[src/rtl/div_ctrl.sv]
// rtl/div_ctrl.sv - M-extension divide sequencer between EX, the iterative divider and writeback.
// Optional one-entry result cache enabled by defining DIV_RESULT_CACHE_EN.
module div_ctrl (
  input  logic        clk,
  input  logic        rst,
  input  logic        req_valid_i,
  input  logic [2:0]  op_i,
  input  logic [31:0] dividend_i,
  input  logic [31:0] divisor_i,
  input  logic [4:0]  reg_waddr_i,
  input  logic        flush_i,
  output logic        div_start_o,
  output logic [2:0]  div_op_o,
  output logic [31:0] div_dividend_o,
  output logic [31:0] div_divisor_o,
  output logic [4:0]  div_reg_waddr_o,
  input  logic [31:0] div_result_i,
  input  logic        div_ready_i,
  input  logic        div_busy_i,
  output logic        hold_o,
  output logic        wb_we_o,
  output logic [4:0]  wb_waddr_o,
  output logic [31:0] wb_wdata_o
);

  typedef enum logic [1:0] {
    IDLE  = 2'd0,
    RUN   = 2'd1,
    DRAIN = 2'd2,
    WB    = 2'd3
  } state_e;

  state_e      state_q, state_d;
  logic [2:0]  op_q, op_d;
  logic [31:0] dividend_q, dividend_d;
  logic [31:0] divisor_q, divisor_d;
  logic [4:0]  waddr_q, waddr_d;
  logic [31:0] wdata_q, wdata_d;

  logic        candidate;
  logic        accept;
  logic        in_run;
  logic        run_done;
  logic        cache_hit;
  logic [31:0] cache_result;

  // Divide ops are exactly the funct3 codes with the top bit set.
  assign candidate = rst && (state_q == IDLE) && req_valid_i && op_i[2] && !flush_i;
  assign accept    = candidate && !div_busy_i;
  assign in_run    = (state_q == RUN);
  assign run_done  = in_run && !flush_i && div_ready_i;

`ifdef DIV_RESULT_CACHE_EN
  logic        cache_valid_q;
  logic [2:0]  cache_op_q;
  logic [31:0] cache_dividend_q;
  logic [31:0] cache_divisor_q;
  logic [31:0] cache_result_q;

  always_ff @(posedge clk) begin
    if (!rst) begin
      cache_valid_q    <= 1'b0;
      cache_op_q       <= '0;
      cache_dividend_q <= '0;
      cache_divisor_q  <= '0;
      cache_result_q   <= '0;
    end else if (run_done) begin
      cache_valid_q    <= 1'b1;
      cache_op_q       <= op_q;
      cache_dividend_q <= dividend_q;
      cache_divisor_q  <= divisor_q;
      cache_result_q   <= div_result_i;
    end
  end

  assign cache_hit    = cache_valid_q && (cache_op_q == op_i) &&
                        (cache_dividend_q == dividend_i) && (cache_divisor_q == divisor_i);
  assign cache_result = cache_result_q;
`else
  assign cache_hit    = 1'b0;
  assign cache_result = '0;
`endif

  always_ff @(posedge clk) begin
    if (!rst) begin
      state_q    <= IDLE;
      op_q       <= '0;
      dividend_q <= '0;
      divisor_q  <= '0;
      waddr_q    <= '0;
      wdata_q    <= '0;
    end else begin
      state_q    <= state_d;
      op_q       <= op_d;
      dividend_q <= dividend_d;
      divisor_q  <= divisor_d;
      waddr_q    <= waddr_d;
      wdata_q    <= wdata_d;
    end
  end

  always_comb begin
    state_d    = state_q;
    op_d       = op_q;
    dividend_d = dividend_q;
    divisor_d  = divisor_q;
    waddr_d    = waddr_q;
    wdata_d    = wdata_q;
    case (state_q)
      IDLE: begin
        if (accept) begin
          op_d       = op_i;
          dividend_d = dividend_i;
          divisor_d  = divisor_i;
          waddr_d    = reg_waddr_i;
          if (cache_hit) begin
            wdata_d = cache_result;
            state_d = WB;
          end else begin
            state_d = RUN;
          end
        end
      end
      RUN: begin
        // A kill wins over a result arriving in the same cycle.
        if (flush_i) begin
          state_d = DRAIN;
        end else if (div_ready_i) begin
          wdata_d = div_result_i;
          state_d = WB;
        end
      end
      DRAIN:   state_d = IDLE;
      WB:      state_d = IDLE;
      default: state_d = IDLE;
    endcase
  end

  assign div_start_o     = in_run;
  assign div_op_o        = in_run ? op_q       : '0;
  assign div_dividend_o  = in_run ? dividend_q : '0;
  assign div_divisor_o   = in_run ? divisor_q  : '0;
  assign div_reg_waddr_o = in_run ? waddr_q    : '0;

  assign hold_o     = candidate || in_run;
  assign wb_we_o    = (state_q == WB);
  assign wb_waddr_o = wb_we_o ? waddr_q : '0;
  assign wb_wdata_o = wb_we_o ? wdata_q : '0;

endmodule
[config.mk]
export PLATFORM = sky130hd
export DESIGN_NAME = div_ctrl
export DESIGN_NICKNAME = d
export VERILOG_FILES = /design/src/rtl/div_ctrl.sv
export SDC_FILE = /design/constraint.sdc
export NUM_CORES = 1
export LEC_CHECK = 0
export CAP_MARGIN = 20
export CORE_AREA = 2 2 110 112
export DETAILED_ROUTE_END_ITERATION = 8
export DIE_AREA = 0 0 112 114
export MAX_ROUTING_LAYER = met4
export PLACE_DENSITY = 0.87
export RECOVER_POWER = 100
export SYNTH_ARGS = -nofsm -noshare
export SYNTH_HDL_FRONTEND = slang
export SYNTH_SLANG_ARGS = --single-unit
[constraint.sdc]
create_clock -name clk -period 1.8 [get_ports clk]
set_clock_uncertainty 0.2 [all_clocks]
set_input_delay 0.36 -clock clk [delete_from_list [all_inputs] [get_ports clk]]
set_output_delay 0.36 -clock clk [all_outputs]
set_load 0.005 [all_outputs]
# --- Yosys cells after proc, flatten, opt, wreduce, memory -nomap -nowiden ---
# Cells that the tools add are included.
op_classes:
  n_mux: 10
  n_reduce_logical: 13
  n_eq_ne: 5
  n_bitwise: 1
op_table:
  columns: ["operator", "count"]
  rows:
  - ["two-way mux 32 bit", 3]
  - ["two-way mux 5 bit", 2]
  - ["two-way mux 2 bit", 3]
  - ["case mux 2 bit (3 select lines)", 1]
  - ["logical AND 1 bit", 5]
  - ["equality test 2 bit, second input constant", 2]
  - ["AND reduction 2 bit", 2]
  - ["two-way mux 3 bit", 1]
  - ["inequality test 3 bit, second input constant", 1]
  - ["AND reduction 3 bit", 1]
  - ["equality test 2 x 1 -> 1 bit, second input constant", 1]
  - ["zero test 1 bit", 2]
  - ["zero test 2 bit", 1]
  - ["inequality test 2 bit, second input constant", 1]
  - ["OR reduction 2 bit", 1]
  - ["logical OR 1 bit", 1]
  - ["NOT 1 bit", 1]
word_totals:
  inputBits: 110
  output_inout_bits: 112
  regBits: 106

# --- Longest topological paths before layout ---
# Gate-level depths: netlist of the first run.
logic_depth:
  ltp_word: 8
  mapped_depth: 6
  depth_no_buf: 3

# --- Least setup slack after synthesis of the first run ---
# Ideal clock, no wire load.
synth_timing:
  kind: "flip-flop to output port"
  start: "reg state_q[1]"
  end: "out hold_o"
  arrival_ps: 1096
  path_buffers: 2
  required_time_ps: 1240
  setup_slack_ps: 144
  stages_incl_launch_ff: 6
  cell_sequence: "dfxtp_1 -> nor4b_2 -> buf_4 -> buf_2 -> nand3_1 -> nand2_1"
synth_via:
  elab_chain_len: 6
synth_lines:
  columns: ["element", "line_no", "rtl"]
  rows:
  - ["start, declared", "33", "state_e state_q, state_d;"]
  - ["start signal, assigned", "93", "state_q <= state_d;"]
  - ["zero test 2 bit", "48", "assign candidate = rst && (state_q == IDLE) && req_valid_i && op_i[2] && !flush_i;"]
  - ["logical AND 1 bit (4 in series)", "48", null]
  - ["logical OR 1 bit *", "145", "assign hold_o = candidate || in_run;"]
  - ["end, declared", "20", "output logic hold_o,"]
# Mark *: on every way between the ends. The rest lies on a longest branch, timed or not.

# --- Worst setup path after layout of the first run ---
layout_timing:
  start: "reg state_q[1]"
  end: "out div_divisor_o[10]"
layout_via:
  elab_chain_len: 2
layout_lines:
  columns: ["element", "line_no", "rtl"]
  rows:
  - ["equality test 2 x 1 -> 1 bit", "50", "assign in_run = (state_q == RUN);"]
  - ["two-way mux 32 bit", "142", "assign div_divisor_o = in_run ? divisor_q : '0;"]
  - ["end, declared", "15", "output logic [31:0] div_divisor_o,"]
# No other way between the ends.

==> metrics.md, run 1 <==
| Metric | Value |
|---|---|
| ANT nets after route | `0` |
| TritonRoute pass-1 iters | `5` |
| CTS max path bufs | `2` |
| PnR Total Power | `4.929 mW` |
| Sw Share | `23.57%` |
| CTS Buf Count | `9` |
| Vias/cell | `5.606` |
| Slowest stage delay, CP | `0.36 ns` |
| Place WS | `-0.5138 ns` |
| Fin area | `8811 um2` |
| Tmin final | `2.155 ns` |
| Post-Place Cells | `927` |
| Endpoint class of the critical path | `output pin` |
| Die Area | `12770 um2` |
| Cell repeated most along the worst path | `buf_6` |
| Seq/Total Area, Yosys | `45.99%` |
| Layout cells sized above 1 | `43.55%` |
| Min-delay src | `wdata_q[29]$_SDFFE_PN0P_` |
| Routed wire length | `21.28 mm` |
| Lkg Pwr | `3.646 nW` |
| Met3 Track Usage GR | `5.048%` |
| Hold path cells | `2` |
| NumNets Final | `966` |
| Post-CTS Hold Fix Bufs | `0` |
| Gr usage total | `23.39%` |
| Avg Cell Area, Syn | `7.678 um2` |
| Register-to-Register Path Depth | `9` |
| Setup TNS | `-45.80 ns` |
| CP cell instances | `nand2b_4, clkinv_8, buf_12, buf_6, buf_6, and2_4, buf_6` |
| Synth warnings | `0` |
| RSZ-0062 raised after global routing | `yes` |
| Final period utilization | `119.7%` |
| Starting DRT DRC Count | `515` |
| Via count of the routed design | `5651` |
| Buffers & Inverters on Critical Path | `5` |
| H-Tree Depth | `3` |
| Starting density of the core | `39.40%` |
| Net Sw Power | `1.162 mW` |
| First-pass GRT wire length | `23.30 mm` |
| Main flop type after synthesis | `dfxtp_1` |
| Delay-heaviest family, CP | `buffers and inverters` |
| Syn_nets | `711` |
| Relative slew margins | `50.48%` |
| Post-DP HPWL | `9.302 mm` |
| Slowest cell on crit path | `dfxtp_2` |
| Gr ovfl total | `0` |
| Fin Hold WS | `0.2539 ns` |
| Initial antenna violation count | `0` |
| Largest net degree at the start of global routing | `83` |
| Clock sinks | `106` |
| Tightest Hold Check Type | `reg -> reg` |
| Reg power frac | `48.6%` |
| Fin cells | `1008` |
| Max cap viols | `0` |
| Clk pwr share | `39.4%` |
| Stages on worst setup path | `7` |
| VDD IR max | `445.8 uV` |
| CP Class | `reg -> out` |
| Final setup violation count | `217` |
| Top Usage Layer GRT | `met2` |
| Fin util | `75.24%` |
| Clock slew at reported path FFs | `0.07 ns` |
| Comb power frac | `11.9%` |
| Setup ws final | `-0.3550 ns` |
| DIE WIDTH | `112 um` |
| # IOs | `222` |
| Syn Std Cell Area | `4614 um2` |
| Global routing usage on met2 | `38.51%` |
| Slew @ Worst Pin | `0.7428 ns` |
| Most frequent cells in the layout | `107 x clkdlybuf4s50_1, 104 x nand2_1, 104 x dfxtp_1` |
| Worst flop-to-flop path startpoint | `state_q[0]$_SDFFE_PN0P_` |
| # rows | `40` |
| Clk root buf | `clkbuf_16` |
| CP required | `1.24 ns` |
| Flops & latches, synth | `106` |
| Port Buf Inserts | `221` |
| Worst EP arrival | `1.60 ns` |
| Vias in the first global route | `4669` |
| Routed len/inst | `21.11 um` |
| Failing checks | `setup timing` |
| EDFF count, synth | `0` |
| Core area | `11710 um2` |
| Commonest non-fill, non-tap cell in the layout | `clkdlybuf4s50_1` |
| Worst skew pair latency | `0.35 ns` |
| Final Max Slew Viols | `0` |
| P per Cell Area | `559.4 nW/um2` |
| Area grow syn2layout | `90.94%` |
| Cell variety after synth | `18` |
| M1 GR Usage | `28.62%` |
| Cells after Synth | `601` |
| Internal | `3.767 mW` |
| CP Launch Point | `state_q[1]$_SDFFE_PN0P_` |
| Die height | `114 um` |
| Fmax | `464.0 MHz` |
| Outcome | `complete, but fails checks` |
| Diode count | `0` |
| Post-synth ARST share | `0%` |
| Synth top area cells | `dfxtp_1 46%, o21ai_0 10%, and2_1 10%, nand3_1 9.4%, nand2_1 8.5%` |
| Placer Congestion | `0.8138` |
| DP Area | `7025 um2` |
| Top-area cell type share of the netlist area | `45.99%` |
| Largest area contributor in the netlist | `dfxtp_1` |
| Worst-path fanout max | `7` |
| Fin. Hold Viols | `0` |
| Startpoint Class | `register` |
| CTS tree | `done` |
| DRC errors left | `0` |
[sequential cells by signal, summed over array words and instances (netlist names)]
name and cells:
dividend_q 32, divisor_q 32, wdata_q 32, waddr_q 5, op_q 3, state_q 2
[metal layers]
metal	wire length (um)	vias to the layer above	share of wire (%)
li1	-	2552	-
met4	966	0	4.5
met2	10890	320	51
met5	0	-	0
met1	7656	2704	36
met3	1774	75	8.3
[worst paths after layout]
path,to,slack [ns]
setup / recovery,div_divisor_o[10],-0.36
hold / removal,wdata_q[29]$_SDFFE_PN0P_,0.25
setup reg to reg,divisor_q[23]$_SDFFE_PN0P_,-0.30
hold reg to reg,wdata_q[29]$_SDFFE_PN0P_,0.25
[power by group through the flow]
| stage | clock (mW) | combinational (mW) | sequential (mW) |
|---|---|---|---|
| final | 1.94 | 0.588 | 2.40 |
| after global routing | 2.06 | 0.615 | 2.40 |
| after CTS | 1.93 | 0.460 | 2.39 |
| after detailed placement | 0 | 0.440 | 2.45 |
| after global placement | 0 | 0.437 | 2.45 |
| after floorplan | 0 | 0.136 | 2.44 |
[layout make-up]
cell class / instances / area [um2]
well taps: 147 / 183.9
clock inverters: 2 / 10.01
clock buffers: 14 / 274.0
flip-flops and latches: 106 / 2127
repair buffers: 307 / 3337
fillers: 789 / 2900
multi-input cells: 431 / 2863
inverters: 1 / 16.27
[synthesized netlist by cell type, drive strengths merged (2+ instances only)]
cell type,n
nand4,17
nand2,104
nor2,2
and3,37
o21ai,104
dfxtp,106
buf,16
clkbuf,47
o21a,2
nand3,87
and2,74
[worst min-delay path, delay by kind of cell (launching register included)]
family | cells | cell delay (ns)
and+or+nand+nor | 1 | 0.05
AOI/OAI and AO/OA | 1 | 0.05
DFF | 1 | 0.31
[cell families after synthesis]
family,share of synthesized area [%]
AOI/OAI and AO/OA,11.61
DFF,45.99
and+or+nand+nor,36.28
buffers and inverters,6.128
[timing repair]
| action | CTS | global route |
|---|---|---|
| resized for setup | 207 | 485 |
| buffers inserted | 7 | 27 |
| pin swaps | 6 | 135 |
| setup endpoints to repair | 160 | 216 |
| gates cloned | 5 | 29 |
(Power assumes the default switching activity.)
==> run 2, diff against run 1 <==
==> constraint.sdc (replaced) <==
create_clock -name clk -period 1.8 [get_ports clk]
set_clock_uncertainty 0.2 [all_clocks]
set_input_delay 0.27 -clock clk [delete_from_list [all_inputs] [get_ports clk]]
set_output_delay 0.27 -clock clk [all_outputs]
set_load 0.005 [all_outputs]
==> metrics.md, run 2 (same netlist as run 1, synthesis figures left out) <==
| Metric | Value |
|---|---|
| Outcome | `complete, but fails checks` |
| Failing checks | `setup timing` |
| DIE WIDTH | `112 um (unchanged)` |
| Vias in the first global route | `4823 (+3.3%)` |
| H-Tree Depth | `3 (unchanged)` |
| DRC errors left | `0 (unchanged)` |
| Gr ovfl total | `0 (unchanged)` |
| TritonRoute pass-1 iters | `5 (unchanged)` |
| Post-Place Cells | `928 (+0.11%)` |
| Final Max Slew Viols | `0 (unchanged)` |
| Top flop regs | `dividend_q (32), divisor_q (32), wdata_q (32)` |
| Buffers & Inverters on Critical Path | `5 (unchanged)` |
| Clock slew at reported path FFs | `0.07 ns (about the same)` |
| Slew @ Worst Pin | `1.063 ns (+0.3204 ns)` |
| CP required | `1.83 ns (+0.59 ns)` |
| PnR Total Power | `5.136 mW (+4.2%)` |
| Setup TNS | `-24.67 ns (+21.14 ns)` |
| Starting DRT DRC Count | `477 (-7.4%)` |
| Final setup violation count | `211 (-2.8%)` |
| NumNets Final | `974 (+0.83%)` |
| Via count of the routed design | `5679 (+0.50%)` |
| ANT nets after route | `0 (unchanged)` |
| Worst EP arrival | `2.05 ns (+0.45 ns)` |
| Commonest non-fill, non-tap cell in the layout | `clkdlybuf4s50_1` |
| Lkg Pwr | `4.023 nW (+10%)` |
| Startpoint Class | `register` |
| Area grow syn2layout | `96.48%` |
| Max cap viols | `0 (unchanged)` |
| RSZ-0062 raised after global routing | `yes` |
| Slowest stage delay, CP | `0.37 ns (about the same)` |
| Die height | `114 um (unchanged)` |
| Setup ws final | `-0.2222 ns (+0.1328 ns)` |
| CTS max path bufs | `2 (unchanged)` |
| CP Class | `reg -> reg` |
| CTS tree | `done` |
| Tmin final | `2.022 ns (-0.1328 ns)` |
| Fmax | `494.5 MHz (+6.6%)` |
| Fill cell count | `759 (-3.8%)` |
| Slowest cell on crit path | `dfxtp_4` |
| Starting density of the core | `39.40% (unchanged)` |
| Layout cells sized above 1 | `41.20% (-2.4 points)` |
| Clk root buf | `clkbuf_16` |
| Core area | `11710 um2 (unchanged)` |
| # IOs | `222 (unchanged)` |
| Routed wire length | `21.13 mm (-0.72%)` |
| Die Area | `12770 um2 (unchanged)` |
| Tightest Hold Check Type | `in -> reg` |
| Worst-path fanout max | `7 (unchanged)` |
| CP cell instances | `buf_12, buf_6, nor4b_4, buf_6, and2_4, buf_12, clkbuf_16, o21ai_2` |
| VDD IR max | `394.6 uV (-11%)` |
| Port Buf Inserts | `221 (unchanged)` |
| Fin cells | `1016 (+0.79%)` |
| First-pass GRT wire length | `24.54 mm (+5.3%)` |
| Largest net degree at the start of global routing | `150 (+81%)` |
| Diode count | `0 (unchanged)` |
| Delay-heaviest family, CP | `buffers and inverters` |
| Gr usage total | `24.81% (+1.4 points)` |
| Post-DP HPWL | `9.149 mm (-1.6%)` |
| CTS Buf Count | `9 (unchanged)` |
| Most frequent cells in the layout | `108 x clkdlybuf4s50_1, 104 x nand2_1, 104 x dfxtp_1` |
| Initial antenna violation count | `0 (unchanged)` |
| Relative slew margins | `29.11% (-21 points)` |
| # rows | `40 (unchanged)` |
| Endpoint class of the critical path | `register` |
| Routed len/inst | `20.80 um (-1.5%)` |
| Vias/cell | `5.590 (-0.30%)` |
| Clock sinks | `106 (unchanged)` |
| P per Cell Area | `566.5 nW/um2 (+1.3%)` |
| Final period utilization | `112.3% (-7.4 points)` |
| Fin Hold WS | `0.04341 ns (-0.2105 ns)` |
| Fin. Hold Viols | `0 (unchanged)` |
| Worst skew pair latency | `0.34 ns (about the same)` |
| Placer Congestion | `0.8263 (+1.5%)` |
## run 2: final timing paths
path | slack, ns | cells past startpoint | start | endpoint
max | -0.22 | 8 | state_q[0]$_SDFFE_PN0P_ | dividend_q[18]$_SDFFE_PN0P_
min | 0.04 | 3 | rst | wdata_q[3]$_SDFFE_PN0P_
max reg2reg | -0.22 | 8 | state_q[0]$_SDFFE_PN0P_ | dividend_q[18]$_SDFFE_PN0P_
min reg2reg | 0.25 | 2 | wdata_q[22]$_SDFFE_PN0P_ | wdata_q[22]$_SDFFE_PN0P_
## run 2: final cells by class
type                            instances  area, um2  share of cell area [%]
Sequential cell                       106       2127                   23.46
Clock inverter                          4      50.05                  0.5520
Inverter                                1      8.758                 0.09660
Timing Repair Buffer                  315       3585                   39.54
Tap cell                              147      183.9                   2.029
Clock buffer                           12      256.5                   2.829
Multi-Input combinational cell        431       2855                   31.49
## run 2: per-layer routing
metal	wire length (um)	global-route usage, %	vias up
met5	0	-	-
met4	864	10.57	0
met3	1514	4.623	70
met2	11030	42.02	305
met1	7717	29.10	2730
li1	-	-	2574
## run 2: tightest hold or removal path, cell delays in order
cell and delay (ns):
buf_4 0.15, nand3_2 0.07, o21ai_1 0.05
## run 2: metrics by stage
stage | setup slack, ns | cell area [um2] | util [%]
5_1_grt | -0.2711 | 9066 | 77.41
3_3_place_gp | -0.3156 | 7020 | 59.95
2_1_floorplan | 0.2342 | 4614 | -
4_1_cts | -0.3640 | 7787 | 66.50
3_5_place_dp | -0.3949 | 7020 | 59.95
6_report | -0.2222 | 9066 | 77.41
## run 2: report_power, final
part           internal (mW)  switching (mW)
logic                  0.398           0.284
clock network           1.16           0.903
registers               2.38          0.0197
## run 2: timing repair
item	4_1_cts	5_1_grt
setup endpoints to repair	114	216
pin swaps	12	120
buffers inserted	15	29
resized for setup	211	449
hold buffers	0	0
cloned	10	24
